===== config.mk =====
export PLATFORM = sky130hd
export DESIGN_NAME = button_event_decoder
export DESIGN_NICKNAME = d
export VERILOG_FILES = /design/src/rtl/btn_evt_pkg.sv /design/src/rtl/button_event_decoder.sv
export SDC_FILE = /design/constraint.sdc
export NUM_CORES = 1
export LEC_CHECK = 0
export ABC_AREA = 1
export ABC_CLOCK_PERIOD_IN_PS = 3700
export CAP_MARGIN = 20
export CELL_PAD_IN_SITES_DETAIL_PLACEMENT = 0
export CELL_PAD_IN_SITES_GLOBAL_PLACEMENT = 2
export CORE_MARGIN = 2
export CORE_UTILIZATION = 36
export DETAILED_ROUTE_END_ITERATION = 6
export GPL_TIMING_DRIVEN = 1
export PLACE_DENSITY_LB_ADDON = 0.1
export SLEW_MARGIN = 20
export SYNTH_ARGS = -nofsm -noshare
export SYNTH_HDL_FRONTEND = slang
export SYNTH_SLANG_ARGS = --single-unit

===== constraint.sdc =====
create_clock -name clk -period 3.7 [get_ports clk]
set_clock_uncertainty 0.05 [all_clocks]
set_input_delay 0.74 -clock clk [delete_from_list [all_inputs] [get_ports clk]]
set_output_delay 0.74 -clock clk [all_outputs]
set_load 0.02 [all_outputs]

===== src/rtl/btn_evt_pkg.sv =====
`default_nettype none
// ============================================================================
// Module   : btn_evt_pkg
// Purpose  : State encoding shared by the button event decoder.
// Revision : 1.0
// ============================================================================
package btn_evt_pkg;

    typedef enum logic [1:0] {
        ST_IDLE  = 2'd0,
        ST_PRESS = 2'd1,
        ST_HOLD  = 2'd2
    } btn_state_e;

endpackage : btn_evt_pkg
`default_nettype wire


===== src/rtl/button_event_decoder.sv =====
`default_nettype none
// ============================================================================
// Module   : button_event_decoder
// Purpose  : Debounced button level -> press/release/repeat pulses and levels.
// Revision : 1.0
// ============================================================================
module button_event_decoder
    import btn_evt_pkg::*;
#(
    parameter int HOLD_CYCLES   = 50_000_000,
    parameter int REPEAT_CYCLES = 12_500_000,
    parameter int CNT_W         = 26
) (
    input  logic clk,
    input  logic rst,
    input  logic btn_level,
    output logic press_pulse,
    output logic release_pulse,
    output logic repeat_pulse,
    output logic long_press,
    output logic held
);

    localparam logic [CNT_W-1:0] c_hold_last   = CNT_W'(HOLD_CYCLES - 1);
    localparam logic [CNT_W-1:0] c_repeat_last = CNT_W'(REPEAT_CYCLES - 1);

    btn_state_e       state_q, state_d;
    logic [CNT_W-1:0] cnt_q, cnt_d;
    logic             armed_q, armed_d;
    logic             press_q, press_d;
    logic             release_q, release_d;
    logic             repeat_q, repeat_d;
    logic             long_q, long_d;
    logic             held_q, held_d;

    always_comb begin
        state_d   = state_q;
        cnt_d     = cnt_q;
        // A button still down from reset must be seen low once before it counts.
        armed_d   = armed_q | ~btn_level;
        press_d   = 1'b0;
        release_d = 1'b0;
        repeat_d  = 1'b0;

        case (state_q)
            ST_IDLE: begin
                if (btn_level && armed_q) begin
                    state_d = ST_PRESS;
                    cnt_d   = '0;
                    press_d = 1'b1;
                end
            end
            ST_PRESS: begin
                if (!btn_level) begin
                    state_d   = ST_IDLE;
                    cnt_d     = '0;
                    release_d = 1'b1;
                end else if (cnt_q == c_hold_last) begin
                    state_d  = ST_HOLD;
                    cnt_d    = '0;
                    repeat_d = 1'b1;
                end else begin
                    cnt_d = cnt_q + 1'b1;
                end
            end
            ST_HOLD: begin
                if (!btn_level) begin
                    state_d   = ST_IDLE;
                    cnt_d     = '0;
                    release_d = 1'b1;
                end else if (cnt_q == c_repeat_last) begin
                    cnt_d    = '0;
                    repeat_d = 1'b1;
                end else begin
                    cnt_d = cnt_q + 1'b1;
                end
            end
            default: begin
                state_d = ST_IDLE;
                cnt_d   = '0;
            end
        endcase

        held_d = (state_d != ST_IDLE);
        long_d = (state_d == ST_HOLD);
    end

    always_ff @(posedge clk) begin
        if (rst) begin
            state_q   <= ST_IDLE;
            cnt_q     <= '0;
            armed_q   <= 1'b0;
            press_q   <= 1'b0;
            release_q <= 1'b0;
            repeat_q  <= 1'b0;
            long_q    <= 1'b0;
            held_q    <= 1'b0;
        end else begin
            state_q   <= state_d;
            cnt_q     <= cnt_d;
            armed_q   <= armed_d;
            press_q   <= press_d;
            release_q <= release_d;
            repeat_q  <= repeat_d;
            long_q    <= long_d;
            held_q    <= held_d;
        end
    end

    assign press_pulse   = press_q;
    assign release_pulse = release_q;
    assign repeat_pulse  = repeat_q;
    assign long_press    = long_q;
    assign held          = held_q;

endmodule : button_event_decoder
`default_nettype wire


==> flow_summary_export.csv, run 1 <==
group,metric,value,unit
run_status,outcome,"finished clean",
clock_tree,clock_latency,0.28,ns
logic_synthesis,synth_async_sr_flop_share,0,%
clock_tree,h-tree-depth,2,
sta,finalMaxSlewViolations,0,
sta,fin_crit,2.42,ns
die,io_pins,8,
grt,antenna_found_initial,0,
final_layout,utilization,41.4,%
die,start_util,37.6,%
route,wl,4470,µm
route,drt-pass1-iter-count,4,
logic_synthesis,syn_area,1930,µm²
hold_path,hp-class,"flop to flop",
sta,hold_viol,0,
setup_path,worst_setup_path_end_kind,"flop",
final_layout,area_delta_synth_final,10.0,%
logic_synthesis,synth-simple-area-share,41.9,%
logic_synthesis,yosysSeqAreaShare,35.2,%
setup_path,arrival,2.53,ns
logic_synthesis,synth_mux_area_share,0,%
grt,track_usage,17.0,%
place,hpwl,3460,µm
route,ant_nets,0,
die,core_area,5140,µm²
sta,relSlewSlack,69.7,%
final_layout,stdcell_count,369,
grt,grt_max_degree,21,
logic_synthesis,synth_fa_ha_area_share,3.24,%
route,drt_iter0_markers,79,
route,viasPerCell,4.49,
logic_synthesis,synth_nets,297,
final_layout,layout_common_cells,"nand2_1, nor2_1, inv_1, dfxtp_1, nand3_1",
power_and_ir_drop,p_leak,0.812,nW
setup_path,crit_path_max_fanout,13,
place,dp_cells,361,
logic_synthesis,synth_compound_area_share,4.01,%
sta,worstMarginPinSlew,0.452,ns
clock_tree,holdBufCountCts,0,
logic_synthesis,yosys.cell_types.count,24,
clock_tree,clock_sink_count,34,
die,dieWidth,77.3,µm
logic_synthesis,synth_xor_area_share,5.44,%
route,vias,1656,
final_layout,antennaDiodeCount,0,
route,routedWlPerCell,12.1,µm
sta,finalSetupViolations,0,
final_layout,drive_gt1_share,8.03,%
setup_path,critPathKind,"input pin to flop",
logic_synthesis,avgSynthCellArea,6.69,µm²
sta,finalCritPeriodShare,65.4,%
clock_tree,cts.clk_slew.worst_paths,0.07,ns
clock_tree,numCtsBuffers,5,
logic_synthesis,synthCells,289,
sta,max_freq,413,MHz
sta,holdWs,0.441,ns
setup_path,startpoint_type,"input pin",
sta,rsz0062_at_grt,"no",
logic_synthesis,ys_ff_latch,34,
clock_tree,cts_tree,"built",
grt,grt_pass1_wl,7990,µm
logic_synthesis,synth_top_family_by_area,"simple AND/OR/NAND/NOR gates",
final_layout,final_common_cell,"nand2_1",
flow_run,drv_cap,0,
place,io_buffers,7,
route,drc,0,
logic_synthesis,ys_warn_count,0,
die,die-area,5970,µm²
power_and_ir_drop,ir_drop,0.145,mV
logic_synthesis,synth_edf_count,0,
die,fp-row-count,26,
grt,overflow,0,
clock_tree,cts_setup_buffers,0,
clock_tree,cts-root-buf,"clkbuf_8",
grt,grt_pass1_vias,1670,
setup_path,cp.required,3.81,ns
die,die_h,77.3,µm
clock_tree,cts.path.max_buffers,2,
logic_synthesis,synthFlopType,"dfxtp_1",
sta,final.setup.tns,0,ns
final_layout,final_net_count,306,
place,gp_congestion,0.776,
clock_tree,cts_resized,0,
power_and_ir_drop,power_density,330,nW/µm²
worst paths after layout:
| check | start | endpoint | slack (ns) | cells past startpoint |
|---|---|---|---|---|
| max | btn_level | cnt_q[20] | 1.28 | 10 |
| min | cnt_q[1] | cnt_q[1] | 0.44 | 2 |
| max reg2reg | cnt_q[0] | cnt_q[15] | 1.65 | 12 |
| min reg2reg | cnt_q[1] | cnt_q[1] | 0.44 | 2 |
layout make-up:
class,count,area (µm²)
repair buffers,7,70.1
inverters,38,143
multi-input cells,212,1050
clock inverters,1,5.00
fillers,608,3010
clock buffers,7,86.3
well taps,70,87.6
flip-flops and latches,34,681
routing by layer:
metal  track usage, %  vias to the layer above  wire, µm
li1                 -                      911         -
met1             22.0                      719      2240
met2             27.9                       19      2060
met3             3.41                        7       115
met4             6.43                        0        65
met5                0                        -         0
registers in the layout, indices dropped and copies added, names as in the netlist:
register       cells
held               1
state_q            2
armed_q            1
long_press         1
cnt_q             26
press_pulse        1
repeat_pulse       1
release_pulse      1
cells by family after synthesis:
kind of cell,Yosys count
AO/OA/AOI/OAI,15
XOR/XNOR,12
adder cells (fa/ha/maj),5
buffers and inverters,43
flip-flops,34
AND/OR/NAND/NOR,180
per-stage QoR:
step	total power, mW	instance area (µm²)	setup slack (ns)
3_3_place_gp	0.423	2040	1.01
3_5_place_dp	0.422	2040	0.948
2_1_floorplan	0.416	1930	1.89
4_1_cts	0.716	2130	1.23
6_report	0.702	2130	1.28
5_1_grt	0.733	2130	1.08
synth_stat cells, drive strengths merged, types with 4 or more instances:
| master | n | area share (%) |
|---|---|---|
| nand2 | 82 | 17 |
| nor2 | 58 | 13 |
| inv | 38 | 7.4 |
| dfxtp | 34 | 35 |
| nand3 | 22 | 6.0 |
| xor2 | 11 | 5.0 |
| nand4 | 9 | 2.9 |
| a21oi | 8 | 2.1 |
| nor3 | 7 | 2.9 |
| o21ai | 6 | 1.6 |
| ha | 5 | 3.2 |
| buf | 4 | 2.1 |
critical path, cell delays in order:
cell             delay (ns)
clkdlybuf4s50_1        0.64
nand2_1                0.11
nand2_2                0.22
nand4_1                0.21
nor2_2                 0.18
nand3_1                0.15
inv_1                  0.10
nand3_1                0.07
nand2_1                0.08
nor2_1                 0.03
power by group:
group          leakage [nW]  total, mW  internal, mW  switching (mW)
clock                0.0482      0.289         0.150           0.139
sequential            0.274      0.370         0.369         0.00142
combinational         0.490     0.0424        0.0120          0.0304
total                 0.812      0.702         0.531           0.171
(Power assumes the default switching activity.)
==> run 2: changes to the inputs <==
--- a/config.mk
+++ b/config.mk
@@ -6,12 +6,12 @@
 export NUM_CORES = 1
 export LEC_CHECK = 0
 export ABC_AREA = 1
-export ABC_CLOCK_PERIOD_IN_PS = 3700
+export ABC_CLOCK_PERIOD_IN_PS = 2000
 export CAP_MARGIN = 20
 export CELL_PAD_IN_SITES_DETAIL_PLACEMENT = 0
 export CELL_PAD_IN_SITES_GLOBAL_PLACEMENT = 2
 export CORE_MARGIN = 2
-export CORE_UTILIZATION = 36
+export CORE_UTILIZATION = 30
 export DETAILED_ROUTE_END_ITERATION = 6
 export GPL_TIMING_DRIVEN = 1
 export PLACE_DENSITY_LB_ADDON = 0.1
==> constraint.sdc (replaced) <==
create_clock -name clk -period 2 [get_ports clk]
set_clock_uncertainty 0.05 [all_clocks]
set_input_delay 0.4 -clock clk [delete_from_list [all_inputs] [get_ports clk]]
set_output_delay 0.4 -clock clk [all_outputs]
set_load 0.02 [all_outputs]
==> run 2 against run 1 <==
Core utilization shrank 5.0 points. Setup slack worse by 1.0 ns. Via count grew 5.0%. Non-clock buffer count rose by 17. Design area is 7.4% higher. Sequential power is 85% higher. Wire length grew 12%. Global-route usage down 1.5 points. Count of clock-buffer cells in the layout is the same. Largest cell class unchanged. Highest routed layer unchanged.
==> flow_summary_export.csv, run 2 (synthesis results as in run 1) <==
group,metric,value,unit
sta,max_freq,569,MHz
place,hpwl,3990,µm
clock_tree,holdBufCountCts,0,
route,wl,4990,µm
final_layout,final_common_cell,"nand2_1",
power_and_ir_drop,ir_drop,0.250,mV
power_and_ir_drop,p_leak,0.897,nW
sta,holdWs,0.431,ns
clock_tree,cts_tree,"built",
setup_path,critPathKind,"flop to flop",
route,routedWlPerCell,12.7,µm
power_and_ir_drop,p_clk_share,37.9,%
setup_path,crit_path_max_fanout,4,
power_and_ir_drop,power_density,563,nW/µm²
setup_path,r2r_cells,12,
final_layout,final_net_count,323,
power_and_ir_drop,p_comb_share,8.8,%
power_and_ir_drop,power_frac_seq,53.3,%
final_layout,antennaDiodeCount,0,
power_and_ir_drop,power,1.29,mW
hold_path,hp-class,"flop to flop",
sta,relSlewSlack,73.9,%
setup_path,r2r-end,"cnt_q[20]",
place,dpl_cell_area,2200,µm²
route,ant_nets,0,
final_layout,stdcell_count,392,
sta,final.setup.tns,0,ns
final_layout,final_area,2280,µm²
flow_run,drv_cap,0,
sta,fin_crit,1.76,ns
sta,hold_viol,0,
sta,finalMaxSlewViolations,0,
final_layout,drive_gt1_share,13.7,%
grt,antenna_found_initial,0,
final_layout,multi_input_area,1060,µm²
route,drt_iter0_markers,108,
power_and_ir_drop,internal_power,972,µW
sta,finalCritPeriodShare,87.9,%
grt,grt_max_degree,11,
route,drc,0,
clock_tree,clock_sink_count,34,
place,dp_cells,385,
die,die_h,84.3,µm
final_layout,regMostFlops,"cnt_q",
grt,grt_pass1_vias,1816,
route,vias,1738,
route,viasPerCell,4.43,
die,io_pins,8,
clock_tree,cts.path.max_buffers,2,
grt,overflow,0,
final_layout,regArea,683,µm²
setup_path,cp.required,2.17,ns
clock_tree,numCtsBuffers,5,
power_and_ir_drop,switching_share,24.4,%
setup_path,worst_setup_path_end_kind,"flop",
die,die-area,7100,µm²
place,gp_congestion,0.771,
route,drt-pass1-iter-count,4,
grt,track_usage,15.5,%
final_layout,largest_reg_flops,26,
final_layout,reg_top3,"cnt_q: 26 flops, state_q: 2 flops",
die,dieWidth,84.3,µm
sta,finalSetupViolations,0,
final_layout,area_delta_synth_final,18.1,%
clock_tree,h-tree-depth,2,
die,core_area,6280,µm²
sta,rsz0062_at_grt,"no",
clock_tree,cts_resized,0,
die,start_util,30.8,%
setup_path,arrival,1.93,ns
final_layout,layout_common_cells,"nand2_1, nor2_1, inv_1, dfxtp_1, nand3_1",
place,io_buffers,7,
final_layout,fillCellCount,720,
run_status,outcome,"finished clean",
grt,grt_pass1_wl,8700,µm
setup_path,reg2reg_from,"cnt_q[0]",
power_and_ir_drop,p_switching,314,µW
setup_path,critPathLaunch,"cnt_q[0]",
setup_path,regToRegSetupSlack,0.24,ns
setup_path,startpoint_type,"flop",
clock_tree,cts.clk_slew.worst_paths,0.07,ns
clock_tree,clock_latency,0.28,ns
setup_path,crit_end,"cnt_q[20]",
clock_tree,cts-root-buf,"clkbuf_8",
clock_tree,cts_setup_buffers,0,
die,fp-row-count,29,
sta,worstMarginPinSlew,0.389,ns
-- run 2: worst max-delay path, cell delays in order, from the launching register on --
cell     delay [ns]
dfxtp_2        0.34
ha_1           0.16
nand2_1        0.10
nor2_4         0.13
buf_4          0.14
nand4_1        0.16
nor2_2         0.19
nand3_2        0.11
inv_1          0.08
nand2_1        0.05
nand2_1        0.06
nand2_1        0.05
nor2_1         0.08
-- run 2: worst min path at each step --
| stage | startpoint | to | depth (start not counted) |
|---|---|---|---|
| 6_report | cnt_q[1] | cnt_q[1] | 2 |
| 5_1_grt | cnt_q[1] | cnt_q[1] | 2 |
| 4_1_cts | cnt_q[1] | cnt_q[1] | 2 |
| 3_5_place_dp | cnt_q[1] | cnt_q[1] | 2 |
| 3_3_place_gp | cnt_q[1] | cnt_q[1] | 2 |
| 2_1_floorplan | cnt_q[1] | cnt_q[1] | 2 |
-- run 2: final cells by class --
type	count	area share [%]
Multi-Input combinational cell	212	46.5
Tap cell	77	4.22
Inverter	38	6.25
Timing Repair Buffer	24	9.75
Clock buffer	7	3.34
Sequential cell	34	29.9
-- run 2: layer usage --
layer  vias up  share of wire, %  GRT usage [%]
met2        18                47           26.8
met4         0              0.64           3.96
met5         -                 0              0
met1       771                50           19.7
met3         2               2.4           3.34
li1        947                 -              -
-- run 2: power groups by stage --
| stage | sequential (mW) | clock (mW) | combinational (mW) |
|---|---|---|---|
| floorplan | 0.703 | 0 | 0.0664 |
| global placement | 0.701 | 0 | 0.116 |
| detailed placement | 0.701 | 0 | 0.116 |
| CTS | 0.685 | 0.519 | 0.116 |
| global route | 0.685 | 0.543 | 0.126 |
| finish | 0.685 | 0.488 | 0.113 |
-- run 2: metrics by stage --
stage | utilization, % | setup slack (ns)
2_1_floorplan | - | 0.416
3_3_place_gp | 35.0 | 0.0305
3_5_place_dp | 35.0 | 0.0252
4_1_cts | 36.2 | 0.186
5_1_grt | 36.4 | 0.00117
6_report | 36.4 | 0.241
